### config.mk
export PLATFORM = sky130hd
export DESIGN_NAME = decim_stream_ctrl
export DESIGN_NICKNAME = d
export VERILOG_FILES = /design/src/rtl/decim_pkg.sv /design/src/rtl/decim_sync_fifo.sv /design/src/rtl/decim_stream_ctrl.sv
export SDC_FILE = /design/constraint.sdc
export NUM_CORES = 1
export LEC_CHECK = 0
export ABC_AREA = 1
export BUFFER_PORTS_ARGS = -buffer_cell sky130_fd_sc_hd__buf_2
export CAP_MARGIN = 10
export CORE_ASPECT_RATIO = 1.5
export CORE_MARGIN = 3
export CORE_UTILIZATION = 40
export CTS_CLUSTER_SIZE = 14
export DETAILED_ROUTE_END_ITERATION = 10
export GPL_TIMING_DRIVEN = 0
export MAX_ROUTING_LAYER = met4
export PLACE_DENSITY_LB_ADDON = 0.1
export SYNTH_ARGS = -nofsm -noshare
export SYNTH_HDL_FRONTEND = slang
export SYNTH_HIERARCHICAL = 1
export SYNTH_SLANG_ARGS = --single-unit
export TNS_END_PERCENT = 20
### constraint.sdc
create_clock -name clk -period 8.2 [get_ports clk]
set_clock_uncertainty 0.05 [all_clocks]
set_input_delay 1.64 -clock clk [delete_from_list [all_inputs] [get_ports clk]]
set_output_delay 1.64 -clock clk [all_outputs]
set_load 0.01 [all_outputs]
### src/rtl/decim_pkg.sv
// Shared definitions for the decimation-chain sequencer: FSM state encoding and default widths.
package decim_pkg;

  localparam int DATA_WIDTH_DEF = 50;

  typedef enum logic [1:0] {
    ST_IDLE   = 2'd0,
    ST_FLUSH  = 2'd1,
    ST_SETTLE = 2'd2,
    ST_RUN    = 2'd3
  } state_e;

endpackage

### src/rtl/decim_sync_fifo.sv
// Small synchronous FIFO with flop storage. The head entry is driven straight from flops,
// so a push into an empty FIFO is visible on dout right after the pushing edge.
module decim_sync_fifo #(
  parameter int DATA_WIDTH = 50,
  parameter int DEPTH      = 8,
  localparam int AW        = $clog2(DEPTH),
  localparam int LW        = AW + 1
) (
  input  logic                  clk,
  input  logic                  rst,
  input  logic                  clr,
  input  logic                  push,
  input  logic                  pop,
  input  logic [DATA_WIDTH-1:0] din,
  output logic [DATA_WIDTH-1:0] dout,
  output logic                  full,
  output logic                  empty,
  output logic [LW-1:0]         level
);

  logic [DATA_WIDTH-1:0] mem_q [DEPTH];
  logic [AW-1:0]         wr_ptr_q, wr_ptr_d;
  logic [AW-1:0]         rd_ptr_q, rd_ptr_d;
  logic [LW-1:0]         level_q, level_d;
  logic                  pop_ok;
  logic                  push_ok;

  assign empty   = (level_q == '0);
  assign full    = (level_q == LW'(DEPTH));
  assign pop_ok  = pop & ~empty;
  // A push into a full FIFO still lands when the head leaves in the same cycle.
  assign push_ok = push & (~full | pop_ok);

  always_comb begin
    wr_ptr_d = wr_ptr_q;
    rd_ptr_d = rd_ptr_q;
    level_d  = level_q;
    if (clr) begin
      wr_ptr_d = '0;
      rd_ptr_d = '0;
      level_d  = '0;
    end else begin
      if (push_ok) wr_ptr_d = wr_ptr_q + AW'(1);
      if (pop_ok)  rd_ptr_d = rd_ptr_q + AW'(1);
      level_d = level_q + LW'(push_ok) - LW'(pop_ok);
    end
  end

  always_ff @(posedge clk) begin
    if (rst) begin
      wr_ptr_q <= '0;
      rd_ptr_q <= '0;
      level_q  <= '0;
      for (int i = 0; i < DEPTH; i++) mem_q[i] <= '0;
    end else begin
      wr_ptr_q <= wr_ptr_d;
      rd_ptr_q <= rd_ptr_d;
      level_q  <= level_d;
      if (push_ok && !clr) mem_q[wr_ptr_q] <= din;
    end
  end

  assign dout  = mem_q[rd_ptr_q];
  assign level = level_q;

endmodule

### src/rtl/decim_stream_ctrl.sv
// Sequencer for the decimation chain: holds it in reset (flush), discards warm-up samples
// (settle), then buffers chain output into a FIFO for a ready/valid consumer.
module decim_stream_ctrl
  import decim_pkg::*;
#(
  parameter int DATA_WIDTH     = DATA_WIDTH_DEF,
  parameter int FIFO_DEPTH     = 8,
  parameter int FLUSH_CYCLES   = 16,
  parameter int SETTLE_SAMPLES = 8,
  parameter int CNT_WIDTH      = 16
) (
  input  logic                        clk,
  input  logic                        rst,
  input  logic                        enable,
  input  logic                        mod_in_valid,
  output logic                        chain_rst_n,
  output logic                        chain_in_valid,
  input  logic                        chain_out_valid,
  input  logic [DATA_WIDTH-1:0]       chain_out_data,
  output logic                        out_valid,
  input  logic                        out_ready,
  output logic [DATA_WIDTH-1:0]       out_data,
  output logic [$clog2(FIFO_DEPTH):0] fifo_level,
  output logic                        overrun,
  input  logic                        clr_overrun,
  output logic [1:0]                  state,
  output logic [CNT_WIDTH-1:0]        sample_count
);

  localparam int FCW = $clog2(FLUSH_CYCLES + 1);
  localparam int SCW = $clog2(SETTLE_SAMPLES + 2);

  state_e               state_q, state_d;
  logic [FCW-1:0]       flush_cnt_q, flush_cnt_d;
  logic [SCW-1:0]       settle_cnt_q, settle_cnt_d;
  logic [CNT_WIDTH-1:0] sample_count_q, sample_count_d;
  logic                 overrun_q, overrun_d;
  logic                 chain_rst_n_q, chain_rst_n_d;

  logic fifo_full;
  logic fifo_empty;
  logic push_req;
  logic pop_req;
  logic push_accepted;
  logic push_dropped;
  logic run_entry;

  always_comb begin
    state_d      = state_q;
    flush_cnt_d  = flush_cnt_q;
    settle_cnt_d = settle_cnt_q;
    case (state_q)
      ST_IDLE: begin
        flush_cnt_d  = '0;
        settle_cnt_d = '0;
        if (enable) state_d = ST_FLUSH;
      end
      ST_FLUSH: begin
        if (flush_cnt_q == FCW'(FLUSH_CYCLES - 1)) begin
          flush_cnt_d  = '0;
          settle_cnt_d = '0;
          state_d      = (SETTLE_SAMPLES == 0) ? ST_RUN : ST_SETTLE;
        end else begin
          flush_cnt_d = flush_cnt_q + FCW'(1);
        end
      end
      ST_SETTLE: begin
        if (chain_out_valid) begin
          if (settle_cnt_q == SCW'(SETTLE_SAMPLES - 1)) begin
            settle_cnt_d = '0;
            state_d      = ST_RUN;
          end else begin
            settle_cnt_d = settle_cnt_q + SCW'(1);
          end
        end
      end
      default: ;
    endcase
    if (!enable) begin
      state_d      = ST_IDLE;
      flush_cnt_d  = '0;
      settle_cnt_d = '0;
    end
  end

  assign run_entry      = (state_d == ST_RUN) && (state_q != ST_RUN);
  assign chain_in_valid = mod_in_valid & ((state_q == ST_SETTLE) | (state_q == ST_RUN));
  // Registered from the next state so the chain sees a clean reset edge aligned with state.
  assign chain_rst_n_d  = (state_d == ST_SETTLE) || (state_d == ST_RUN);

  assign push_req      = enable & (state_q == ST_RUN) & chain_out_valid;
  assign pop_req       = out_ready & ~fifo_empty;
  assign push_accepted = push_req & (~fifo_full | pop_req);
  assign push_dropped  = push_req & fifo_full & ~pop_req;

  always_comb begin
    sample_count_d = sample_count_q;
    if (!enable || state_q == ST_IDLE || run_entry) sample_count_d = '0;
    else if (push_accepted) sample_count_d = sample_count_q + CNT_WIDTH'(1);
    overrun_d = overrun_q;
    if (clr_overrun)       overrun_d = 1'b0;
    else if (push_dropped) overrun_d = 1'b1;
  end

  always_ff @(posedge clk) begin
    if (rst) begin
      state_q        <= ST_IDLE;
      flush_cnt_q    <= '0;
      settle_cnt_q   <= '0;
      sample_count_q <= '0;
      overrun_q      <= 1'b0;
      chain_rst_n_q  <= 1'b0;
    end else begin
      state_q        <= state_d;
      flush_cnt_q    <= flush_cnt_d;
      settle_cnt_q   <= settle_cnt_d;
      sample_count_q <= sample_count_d;
      overrun_q      <= overrun_d;
      chain_rst_n_q  <= chain_rst_n_d;
    end
  end

  decim_sync_fifo #(
    .DATA_WIDTH (DATA_WIDTH),
    .DEPTH      (FIFO_DEPTH)
  ) u_fifo (
    .clk   (clk),
    .rst   (rst),
    .clr   (~enable),
    .push  (push_req),
    .pop   (out_ready),
    .din   (chain_out_data),
    .dout  (out_data),
    .full  (fifo_full),
    .empty (fifo_empty),
    .level (fifo_level)
  );

  assign out_valid    = ~fifo_empty;
  assign chain_rst_n  = chain_rst_n_q;
  assign overrun      = overrun_q;
  assign state        = state_q;
  assign sample_count = sample_count_q;

endmodule

# Word-level counts from Yosys, hierarchy flattened
# Memory sizes are Yosys's and may differ from the RTL's. A register that Yosys moved wholly into a read port is not among the register bits.
# Cells that the tools add are included.
dict set report totals {
  reg_bits 39
  mem_bits_rw 400
  n_memories 1
}
# memory depth word_bits rd rd_clocked_by_memory_dff wr line_no
set mem_list {}
lappend mem_list {u_fifo.mem_q 8 50 1 1 8 decim_sync_fifo.sv:21} ;# logic [DATA_WIDTH-1:0] mem_q [DEPTH];
dict set report classes {
  bitwise_logic 13
  n_mux 21
  eq_ne 11
  n_addsub 7
  n_reduce_logical 15
}
# op n
set op_table {}
lappend op_table {{$mux W50} 1}
lappend op_table {{$reduce_or A50 Y1} 1}
lappend op_table {{$add A16 B1 Y16 const B} 1}
lappend op_table {{$mux W4} 3}
lappend op_table {{$pmux W4 S3} 1}
lappend op_table {{$pmux W5 S2} 1}
lappend op_table {{$mux W3} 3}
lappend op_table {{$eq A2 B2 Y1 const B} 4}
lappend op_table {{$mux W2} 4}
lappend op_table {{$and A1 B1 Y1} 7}
lappend op_table {{$add A3 B1 Y3 const B} 2}
lappend op_table {{$mux W1} 6}
lappend op_table {{$ne A2 B2 Y1 const B} 3}
lappend op_table {{$pmux W2 S3} 1}
lappend op_table {{$reduce_or A2 Y1} 3}
lappend op_table {{$add A5 B1 Y5 const B} 1}
lappend op_table {{$eq A5 B4 Y1 const B} 1}
lappend op_table {{$mux W5} 1}
lappend op_table {{$add A4 B1 Y4} 1}
lappend op_table {{$add A4 B1 Y4 const B} 1}
lappend op_table {{$eq A4 B3 Y1 const B} 1}
lappend op_table {{$eq A4 B4 Y1 const B} 1}
lappend op_table {{$logic_not A4 Y1} 1}
lappend op_table {{$not A1 Y1} 4}
lappend op_table {{10 further kinds} 14}

# Longest topological paths before layout
dict set report depth {
  depth_word 11
  mapped_depth 15
  depth_no_buf 14
}

# Modules after synthesis
# Netlist, hierarchy kept.
# mod seq_area_each_um2 area_per_inst_um2 cells_per_inst n_inst
set modules_own_cells {}
lappend modules_own_cells {decim_sync_fifo 12271.8 18351.4 1828 1}
lappend modules_own_cells {decim_stream_ctrl 580.6 1515.2 223 1}

# Least setup slack after synthesis
# No wires, ideal clock.
dict set report synth_timing {
  path_type {in2reg}
  startpoint {input port chain_out_valid}
  endpoint {memory u_fifo.mem_q[7][0] (enable)}
  cell_stages 7
  t_arrival_ns 3.753
  setup_slack_ns 3.988
  cell_sequence {nand2_1 -> nor2_4 -> clkbuf_1 -> buf_2 -> nand4_4 -> buf_6 -> nand2_1}
}
# item line_no
set synth_rtl {}
lappend synth_rtl {{from (decl)} decim_stream_ctrl.sv:18} ;# input logic chain_out_valid,
lappend synth_rtl {{to (decl)} decim_sync_fifo.sv:21}

==> summary.txt <==
Timing
  – Final hold violations: 0
  – Max_slew headroom: 0.404
  – Fin crit period: 4.46 ns
  – Max Slew Vio Count: 0
  – Fin crit share: 0.544
  – RSZ-0062 raised after global routing: no
  – F_max: 0.224 GHz
  – Post-route setup TNS: 0 ns
  – Slew @ Worst Pin: 0.895 ns
  – Final setup viols: 0

Drt
  – # DRC: 0
  – Wire per inst: 19.1 um
  – Final ANT Viol Nets: 0
  – WL final: 55.8 mm
  – Vias per std cell: 5.05
  – Drt pass-1 iters: 5
  – Drt first-iter violations: 966
  – Via count: 14.8k

Synthesis
  – Netlist Area Pre-Place: 0.0199 mm2
  – Post-Syn Instances: 2051
  – Main flop type after synthesis: edfxtp_1
  – Avg Cell Area, Syn: 9.69 um2
  – Mapped Nets: 2119
  – Yosys reg bits: 442
  – Synth warnings: 6
  – EDFF count, synth: 400
  – Yosys cell types: 37
  – Post-synth ARST share: 0
  – Post-synthesis sequential area ratio: 0.647

Cells and area
  – Most frequent cells in the layout: nor2_1 (741), edfxtp_1 (400), o21ai_0 (247)
  – Commonest non-fill, non-tap cell in the layout: nor2_1
  – Layout cell share with drive strength beyond 1: 0.130
  – Multi-input gate area: 0.00603 mm2
  – Nets: 2301
  – Seq. cell area: 0.0129 mm2
  – FILL cells: 4769
  – Final core occ: 0.465
  – Layout Area Growth over Synthesis: 14.6%

Hold path
  – Hold Crit Class: flip-flop to flip-flop

GRT
  – Total GRT Usage: 0.216
  – Antenna violations before repair: 4
  – Vias in the first global route: 15.2k
  – Largest net degree at the start of global routing: 51
  – First-pass GRT wire length: 84.6 mm
  – Aggregate global routing overflow: 0

Floorplanning
  – Core area: 0.0489 mm2
  – Die width: 188 um
  – Die area: 0.0524 mm2
  – Ports: 133
  – Die height: 279 um
  – Core Rows: 99
  – Starting Density: 0.406

Clock tree
  – TritonCTS clock tree: built
  – CTS hold repair buffers: 0
  – H-tree Lvls: 2
  – CTS buffer count: 44
  – Clk slew on worst S/H paths: 0.06 ns
  – Post-CTS setup buffers: 0
  – Root Buffer: clkbuf_16
  – CTS sink cnt: 442
  – Post-CTS sizing: 0
  – Worst-Skew Late Latency: 0.54 ns
  – Clock Tree Buf Depth: 3

Worst setup path
  – Number of buffer and inverter stages on the critical path: 3
  – Largest stage delay, worst path: 0.65 ns
  – Delay-heaviest family, CP: buffers and inverters
  – Critical-path cell list: clkbuf_1 -> clkbuf_1 -> o21ai_0 -> o21ai_1 -> nand2_1 -> nand2_1 -> buf_2
  – Crit Path Max Fanout: 10
  – Worst setup EP type: output pin
  – CP required: 6.51 ns
  – Critical Path AT: 2.77 ns
  – Crit path kind: flip-flop to output pin
  – Critical path's slowest cell: clkbuf_1
  – Startpoint Class: flip-flop

Power and ir drop
  – Worst VDD drop: 155 uV
  – Static Leak: 9.26 nW
  – PwrDens: 211 mW/mm2

Job
  – Maxcap violations: 0

Place
  – HPWL after DPL: 37.9 mm
  – IO Port Bufs: 132
  – Routability congestion estimate: 0.822

Run status
  – Outcome: finished, final reports clean
-- through the flow --
| step | hold WS [ns] | setup slack (ns) | instances | area [um2] | power (mW) |
|---|---|---|---|---|---|
| after floorplan | 0.370 | 3.99 | 2051 | 19900 | 2.82 |
| after global placement | 0.385 | 2.29 | 2839 | 21300 | 2.99 |
| after detailed placement | 0.387 | 3.63 | 2843 | 21500 | 3.00 |
| after CTS | 0.401 | 3.68 | 2922 | 22800 | 4.87 |
| after global routing | 0.426 | 3.59 | 2926 | 22800 | 5.00 |
| final | 0.400 | 3.74 | 2926 | 22800 | 4.81 |
-- cell type report --
cell class / instances / share of cell area
multi-input cells: 1387 / 0.265
clock inverters: 17 / 0.00341
diodes: 4 / 0.000439
repair buffers: 136 / 0.0325
clock buffers: 62 / 0.0536
well taps: 656 / 0.0360
flip-flops and latches: 442 / 0.564
inverters: 101 / 0.0166
plain buffers: 121 / 0.0282
-- layer usage --
metal	routed length [um]	GRT usage
met1	21000	0.232
met2	30400	0.406
met3	2580	0.0286
met4	1760	0.0753
met5	0	-
-- worst min-delay path: stages, from the launching register on --
cell     delay (ns)
dfxtp_1        0.31
nand2_1        0.06
a21oi_1        0.04
-- cells in the mapped netlist (2+ instances only) --
cell type  instances  area share
nor2_2             3     0.00094
edfxtp_1         400        0.60
buf_2             48       0.012
nor2_4             6      0.0034
ha_1              10      0.0063
xnor2_1            2     0.00088
nand2_1          233       0.044
buf_4              2     0.00076
nand4_1           13      0.0041
dfxtp_1           42       0.042
nand2_2            5      0.0016
xor2_1             2     0.00088
buf_6             16      0.0091
nor2_1           741        0.14
inv_2              4     0.00076
buf_1              6      0.0011
o21ai_1           58       0.015
o21ai_0          247       0.062
nor3_1             5      0.0013
inv_1             97       0.018
nor3b_1            3      0.0011
nand3_1           15      0.0038
a31oi_1            2     0.00063
a21oi_1           27      0.0068
nand2_4            2      0.0011
nand4_4            3      0.0032
clkbuf_1          49      0.0093
-- path summary, 6_finish.rpt --
path              slack [ns]           start  depth (start not counted)            endpoint
setup / recovery        3.74       flip-flop                          7         out_data[8]
hold / removal          0.40  flush_cnt_q[4]                          2      flush_cnt_q[4]
setup reg to reg        4.90        state[0]                          6  u_fifo/mem_q[6][3]
hold reg to reg         0.40  flush_cnt_q[4]                          2      flush_cnt_q[4]
-- cells by family (layout without fill, tap and decap cells) --
kind of cell | Yosys count | count (layout) | share of synthesized area
xor gates and xnor gates | 4 | 4 | 0.00176
adders and majority gates | 11 | 11 | 0.00731
AOI/OAI and AO/OA | 336 | 336 | 0.0851
and+or+nand+nor | 1036 | 1036 | 0.208
DFF | 442 | 442 | 0.647
buffers and inverters | 222 | 437 | 0.0514
other | 0 | 4 | 0
-- flip-flops by register name, summed over array words and instances (netlist names), named ones only --
signal,count
settle_cnt_q,4
state,2
flush_cnt_q,5
chain_rst_n,1
u_fifo/wr_ptr_q,3
u_fifo/rd_ptr_q,3
overrun,1
u_fifo/mem_q,400
sample_count,16
u_fifo/level,4
-- power breakdown --
part / switching (mW) / internal, mW / total [mW]
Clock: 0.835 / 1.03 / 1.87
Sequential: 0.0218 / 2.52 / 2.54
Combinational: 0.292 / 0.111 / 0.402
Total: 1.15 / 3.66 / 4.81
Note: power is estimated with default switching activity, not from simulation.
